===== src/rtl/pushpop_pkg.sv =====
// Shared definitions for the PUSH/POP register-list sequencer.
// Opcodes, FSM state type, list width and a popcount helper.
package pushpop_pkg;

   localparam logic [4:0]  OP_PUSH    = 5'b01011;
   localparam logic [4:0]  OP_POP     = 5'b01010;
   localparam int unsigned WORD_BYTES = 4;
   localparam int unsigned LIST_W     = 8;

   typedef enum logic [1:0] {
      StIdle,
      StCalc,
      StXfer,
      StWb
   } pushpop_state_t;

   function automatic logic [3:0] popcount8(input logic [LIST_W-1:0] v);
      logic [3:0] c;
      c = '0;
      for (int i = 0; i < int'(LIST_W); i++) begin
         c = c + {3'b000, v[i]};
      end
      return c;
   endfunction

endpackage


===== src/rtl/pushpop_lsb_sel.sv =====
// Lowest-set-bit encoder over the 8-bit register list.
// Returns the bit index, the list with that bit cleared, and a non-empty flag.
module pushpop_lsb_sel
   import pushpop_pkg::*;
(
   input  logic [LIST_W-1:0] mask_i,
   output logic [2:0]        idx_o,
   output logic [LIST_W-1:0] rest_o,
   output logic              any_o
);

   always_comb begin
      idx_o = 3'd0;
      // Descending scan so the lowest set bit is the last one to win.
      for (int i = int'(LIST_W) - 1; i >= 0; i--) begin
         if (mask_i[i]) begin
            idx_o = 3'(i);
         end
      end
      rest_o = mask_i & (mask_i - 8'd1);
      any_o  = |mask_i;
   end

endmodule


===== src/rtl/pushpop_seq.sv =====
// Multi-cycle PUSH/POP sequencer: one word transfer per listed register, then SP writeback.
// Define PUSHPOP_EMPTY_FAULT_EN to turn an empty register list into an err pulse instead of a NOP.
module pushpop_seq
   import pushpop_pkg::*;
#(
   parameter int unsigned ADDR_W = 32,
   parameter int unsigned DATA_W = 32
) (
   input  logic              clk,
   input  logic              rst_n,
   input  logic              start,
   input  logic [4:0]        opcode,
   input  logic [LIST_W-1:0] reglist,
   input  logic [ADDR_W-1:0] sp_in,
   output logic              busy,
   output logic              done,
   output logic              err,
   output logic              mem_req,
   output logic              mem_we,
   output logic [ADDR_W-1:0] mem_addr,
   output logic [DATA_W-1:0] mem_wdata,
   input  logic              mem_ready,
   input  logic [DATA_W-1:0] mem_rdata,
   output logic [2:0]        rf_rd_addr,
   input  logic [DATA_W-1:0] rf_rd_data,
   output logic              rf_we,
   output logic [2:0]        rf_wr_addr,
   output logic [DATA_W-1:0] rf_wr_data,
   output logic              sp_we,
   output logic [ADDR_W-1:0] sp_wdata
);

   pushpop_state_t    state_q;
   logic              push_q;
   logic [LIST_W-1:0] mask_q;
   logic [ADDR_W-1:0] sp_q;
   logic [ADDR_W-1:0] newsp_q;
   logic              mem_req_q;
   logic              mem_we_q;
   logic [ADDR_W-1:0] mem_addr_q;
   logic              sp_we_q;
   logic [ADDR_W-1:0] sp_wdata_q;
   logic              done_q;
   logic              err_q;

   logic [2:0]        cur_idx;
   logic [LIST_W-1:0] mask_rest;
   logic              mask_any;

   logic [3:0]        cnt;
   logic [ADDR_W-1:0] span;
   logic [ADDR_W-1:0] base;
   logic [ADDR_W-1:0] newsp;

   pushpop_lsb_sel u_lsb_sel (
      .mask_i (mask_q),
      .idx_o  (cur_idx),
      .rest_o (mask_rest),
      .any_o  (mask_any)
   );

   // Block base and final SP; full-descending stack, lowest register at lowest address.
   always_comb begin
      cnt   = popcount8(mask_q);
      span  = ADDR_W'(cnt) * ADDR_W'(WORD_BYTES);
      base  = push_q ? (sp_q - span) : sp_q;
      newsp = push_q ? base : (sp_q + span);
   end

   always_ff @(posedge clk) begin
      if (!rst_n) begin
         state_q    <= StIdle;
         push_q     <= 1'b0;
         mask_q     <= '0;
         sp_q       <= '0;
         newsp_q    <= '0;
         mem_req_q  <= 1'b0;
         mem_we_q   <= 1'b0;
         mem_addr_q <= '0;
         sp_we_q    <= 1'b0;
         sp_wdata_q <= '0;
         done_q     <= 1'b0;
         err_q      <= 1'b0;
      end else begin
         done_q  <= 1'b0;
         sp_we_q <= 1'b0;
         err_q   <= 1'b0;
         unique case (state_q)
            StIdle: begin
               if (start && ((opcode == OP_PUSH) || (opcode == OP_POP))) begin
                  push_q  <= (opcode == OP_PUSH);
                  mask_q  <= reglist;
                  sp_q    <= sp_in;
                  state_q <= StCalc;
               end
            end
            StCalc: begin
               newsp_q <= newsp;
               if (mask_any) begin
                  mem_req_q  <= 1'b1;
                  mem_we_q   <= push_q;
                  mem_addr_q <= base;
                  state_q    <= StXfer;
               end else begin
`ifdef PUSHPOP_EMPTY_FAULT_EN
                  err_q      <= 1'b1;
`else
                  done_q     <= 1'b1;
                  sp_we_q    <= 1'b1;
                  sp_wdata_q <= newsp;
`endif
                  state_q    <= StWb;
               end
            end
            StXfer: begin
               if (mem_ready) begin
                  mask_q     <= mask_rest;
                  mem_addr_q <= mem_addr_q + ADDR_W'(WORD_BYTES);
                  if (!(|mask_rest)) begin
                     mem_req_q  <= 1'b0;
                     mem_we_q   <= 1'b0;
                     mem_addr_q <= '0;
                     done_q     <= 1'b1;
                     sp_we_q    <= 1'b1;
                     sp_wdata_q <= newsp_q;
                     state_q    <= StWb;
                  end
               end
            end
            StWb: begin
               sp_wdata_q <= '0;
               state_q    <= StIdle;
            end
            default: begin
               state_q <= StIdle;
            end
         endcase
      end
   end

   assign busy     = (state_q != StIdle);
   assign done     = done_q;
   assign err      = err_q;
   assign mem_req  = mem_req_q;
   assign mem_we   = mem_we_q;
   assign mem_addr = mem_addr_q;
   assign sp_we    = sp_we_q;
   assign sp_wdata = sp_wdata_q;

   // Data paths pass straight through; indices are gated so idle outputs stay at zero.
   assign rf_rd_addr = (mem_req_q && mem_we_q) ? cur_idx : 3'd0;
   assign mem_wdata  = (mem_req_q && mem_we_q) ? rf_rd_data : '0;
   assign rf_we      = mem_req_q && !mem_we_q && mem_ready;
   assign rf_wr_addr = rf_we ? cur_idx : 3'd0;
   assign rf_wr_data = rf_we ? mem_rdata : '0;

endmodule


===== config.mk =====
export PLATFORM = sky130hd
export DESIGN_NAME = pushpop_seq
export DESIGN_NICKNAME = d
export VERILOG_FILES = /design/src/rtl/pushpop_pkg.sv /design/src/rtl/pushpop_lsb_sel.sv /design/src/rtl/pushpop_seq.sv
export SDC_FILE = /design/constraint.sdc
export NUM_CORES = 1
export LEC_CHECK = 0
export ABC_AREA = 1
export BUFFER_PORTS_ARGS = -buffer_cell sky130_fd_sc_hd__buf_2
export CELL_PAD_IN_SITES_DETAIL_PLACEMENT = 1
export CELL_PAD_IN_SITES_GLOBAL_PLACEMENT = 2
export CORE_ASPECT_RATIO = 1.75
export CORE_MARGIN = 1
export CORE_UTILIZATION = 27
export CTS_CLUSTER_SIZE = 8
export DETAILED_ROUTE_END_ITERATION = 8
export PLACE_DENSITY_LB_ADDON = 0.1
export SYNTH_ARGS = -nofsm -noshare
export SYNTH_HDL_FRONTEND = slang
export SYNTH_SLANG_ARGS = --single-unit
export TNS_END_PERCENT = 10

===== constraint.sdc =====
create_clock -name clk -period 4.78 [get_ports clk]
set_input_delay 0.956 -clock clk [delete_from_list [all_inputs] [get_ports clk]]
set_output_delay 0.956 -clock clk [all_outputs]
set_load 0.05 [all_outputs]

==> impl_metrics.ini <==
[setup_path]
end_kind = flop
critPathArrivalTime_ps = 4970
critPathKind = reg2reg
rr_worst_depth = 22
critPathMaxFanout = 6
startpoint_type = flop
critPathRequiredTime_ps = 5140

[route]
detail-route-antenna-nets = 0
wl_per_cell_um = 20.6
drc = 0
viasPerCell = 4.93
dr.pass1.iters = 4
num_vias = 12730
drtIter0Drc = 388
wl_um = 53100

[status]
status = complete, no violations

[clocking]
clock-sinks = 142
cts_buffers = 17
cts_hold_buf = 0
h-tree-depth = 4
cts_buffer_depth = 2
ctsRootBufferMaster = clkbuf_16
post_cts_buffers = 0
tritoncts = done
clkTransAtPathRegs_ps = 80
clk_latency_ps = 460

[yosys]
synthCells = 1837
syn_avg_cell_area_um2 = 5.66
synth_top_area_share = 0.273
synth.most_common_cell = nand2_1
synth_seq_cells = 142
ys_types = 40
synth_ff_type = dfxtp_1
yosysWarnings = 0
synthArstFlopShare = 0
yosys-top-cells-area = dfxtp_1 27%, nand2_1 19%, nor2_1 12%
synth_area_um2 = 10400
synth_common_cells = 520 x nand2_1, 324 x nor2_1, 257 x inv_1
synth_edf_count = 0
ys_seq_area_frac = 0.273
synth_fp_nets = 1974
yosys.area.top_type = dfxtp_1

[timing]
fin_skew_ps = 17.6
hold_viol = 0
rsz0062_at_grt = yes
fin_crit_sh = 0.964
worstMarginPinSlew_ps = 1100
slew_violations = 0
post-route-min-period_ps = 4610
fmax_mhz = 217
setup_viol = 0
maxSlewHeadroom = 0.262

[floorplan]
core_um2 = 37800
start_util = 0.276
dieWidth_um = 150
num_rows = 94
die_h_um = 262
die_area_um2 = 39300
boundaryPins = 254

[finish]
fin_area_um2 = 13100
final_util = 0.347
syn_to_final_growth_pct = 26.1
fillCellCount = 5156
n_antenna_cell = 0
layout.nets = 2227
drive_above_1_share = 0.189

[power]
power_leakage_uw = 0.00678
ir_drop_mv = 0.273
pwr_density_cell_nw_per_um2 = 663
total_power_uw = 8700

[place]
io_buffers = 252
gp_congestion = 0.908
hpwl_um = 42600
placed_area_um2 = 12400

[global_route]
grt_use_total = 0.275
grt.overflow.total = 0
grt_max_degree = 50
grt_pass1_vias = 13243
antenna_found_initial = 2
grt_pass1_wl_um = 79300

[flow_run]
cap_violations = 0

[min_path]
hold_path_class = reg2reg
hold_depth = 2
==> flip-flops by register name, indices dropped and copies added (netlist names) <==
name      flops
done          1
mask_q        8
mem_addr     32
mem_req       1
mem_we        1
newsp_q      32
push_q        1
sp_q         32
sp_wdata     32
state_q       2
==> critical path: stages (launching register included) <==
cell and delay (ps):
dfxtp_2 390, inv_1 70, fa_1 500, fa_1 440, fa_1 500, inv_1 50
ha_1 200, fa_2 460, buf_4 170, ha_1 310, buf_4 120, nand3_1 80
nand3_1 90, buf_4 160, nand2_1 90, nand2_2 120, nand2_1 70, nand2_1 70
nand3_1 290, nand2_1 170, nand2_1 60, nand2_1 60, inv_1 30
==> layer usage <==
metal  wire length (um)  track usage  vias up
met5                  0            0        -
met4               3290        0.166        0
met3               1890       0.0306      109
met2              29100        0.545      306
met1              18800        0.266     6060
li1                   -            -     6255
==> placed cells by master (no fill, tap or decap), types with 5 or more instances in the layout <==
cell type	Yosys	final
nor2_1	324	317
a21oi_1	105	102
a22oi_1	11	10
buf_2	17	252
o211ai_1	12	12
inv_1	257	257
nor2_4	1	6
xor2_1	19	19
nor3_1	19	19
clkbuf_16	0	17
buf_4	2	60
nor2_2	8	10
inv_6	0	5
ha_1	18	16
nand2_1	520	508
o21ai_0	88	83
nand2_2	0	12
dfxtp_1	142	141
o21ai_1	5	9
nand3_1	144	139
clkinv_1	6	5
nand4_1	41	41
==> logic make-up after synthesis <==
logic type / count (synthesis) / share of synthesized area
other: 1 / 0.000361
AO/OA/AOI/OAI: 236 / 0.122
AND/OR/NAND/NOR: 1066 / 0.422
adder cells (fa/ha/maj): 24 / 0.0332
XOR/XNOR: 23 / 0.0194
buffers and inverters: 345 / 0.130
flip-flops: 142 / 0.273
==> area by class of cell <==
cell class / count / area, um^2 / share of cell area
multi-input combinational: 1350 / 6370 / 0.486
sequential: 142 / 2840 / 0.217
timing repair buffer: 313 / 1730 / 0.132
inverter: 266 / 998 / 0.0761
tap: 480 / 601 / 0.0458
clock buffer: 19 / 443 / 0.0338
clock inverter: 13 / 129 / 0.00983
==> report_power, final <==
part | switching [uW] | internal [uW] | leakage, uW | total (uW)
Combinational | 3950 | 1690 | 0.00535 | 5640
Clock | 624 | 741 | 0.000269 | 1370
Sequential | 230 | 1460 | 0.00116 | 1690
Total | 4800 | 3900 | 0.00678 | 8700
==> repair_timing <==
| item | CTS | global route |
|---|---|---|
| pin swaps | 0 | 9 |
| endpoints found under the setup margin | 76 | 81 |
| gates resized for setup | 15 | 32 |
| cloned | 0 | 0 |
==> per-stage QoR <==
stage | setup TNS [ps] | setup slack, ps | cells | hold slack (ps)
after floorplan | 0 | 299 | 1837 | 449
after global placement | -2270 | -178 | 2551 | 432
after detailed placement | -8930 | -280 | 2551 | 437
after CTS | 0 | 2.79 | 2583 | 449
after global routing | -1200 | -108 | 2583 | 475
final | 0 | 174 | 2583 | 442
==> path summary, 6_finish.rpt <==
path / slack, ps / start / to
max: 170 / mask_q[3] / newsp_q[25]
min reg2reg: 440 / sp_wdata[4] / sp_wdata[4]
max reg2reg: 170 / mask_q[3] / newsp_q[25]
min: 440 / sp_wdata[4] / sp_wdata[4]
(Power assumes the default switching activity.)
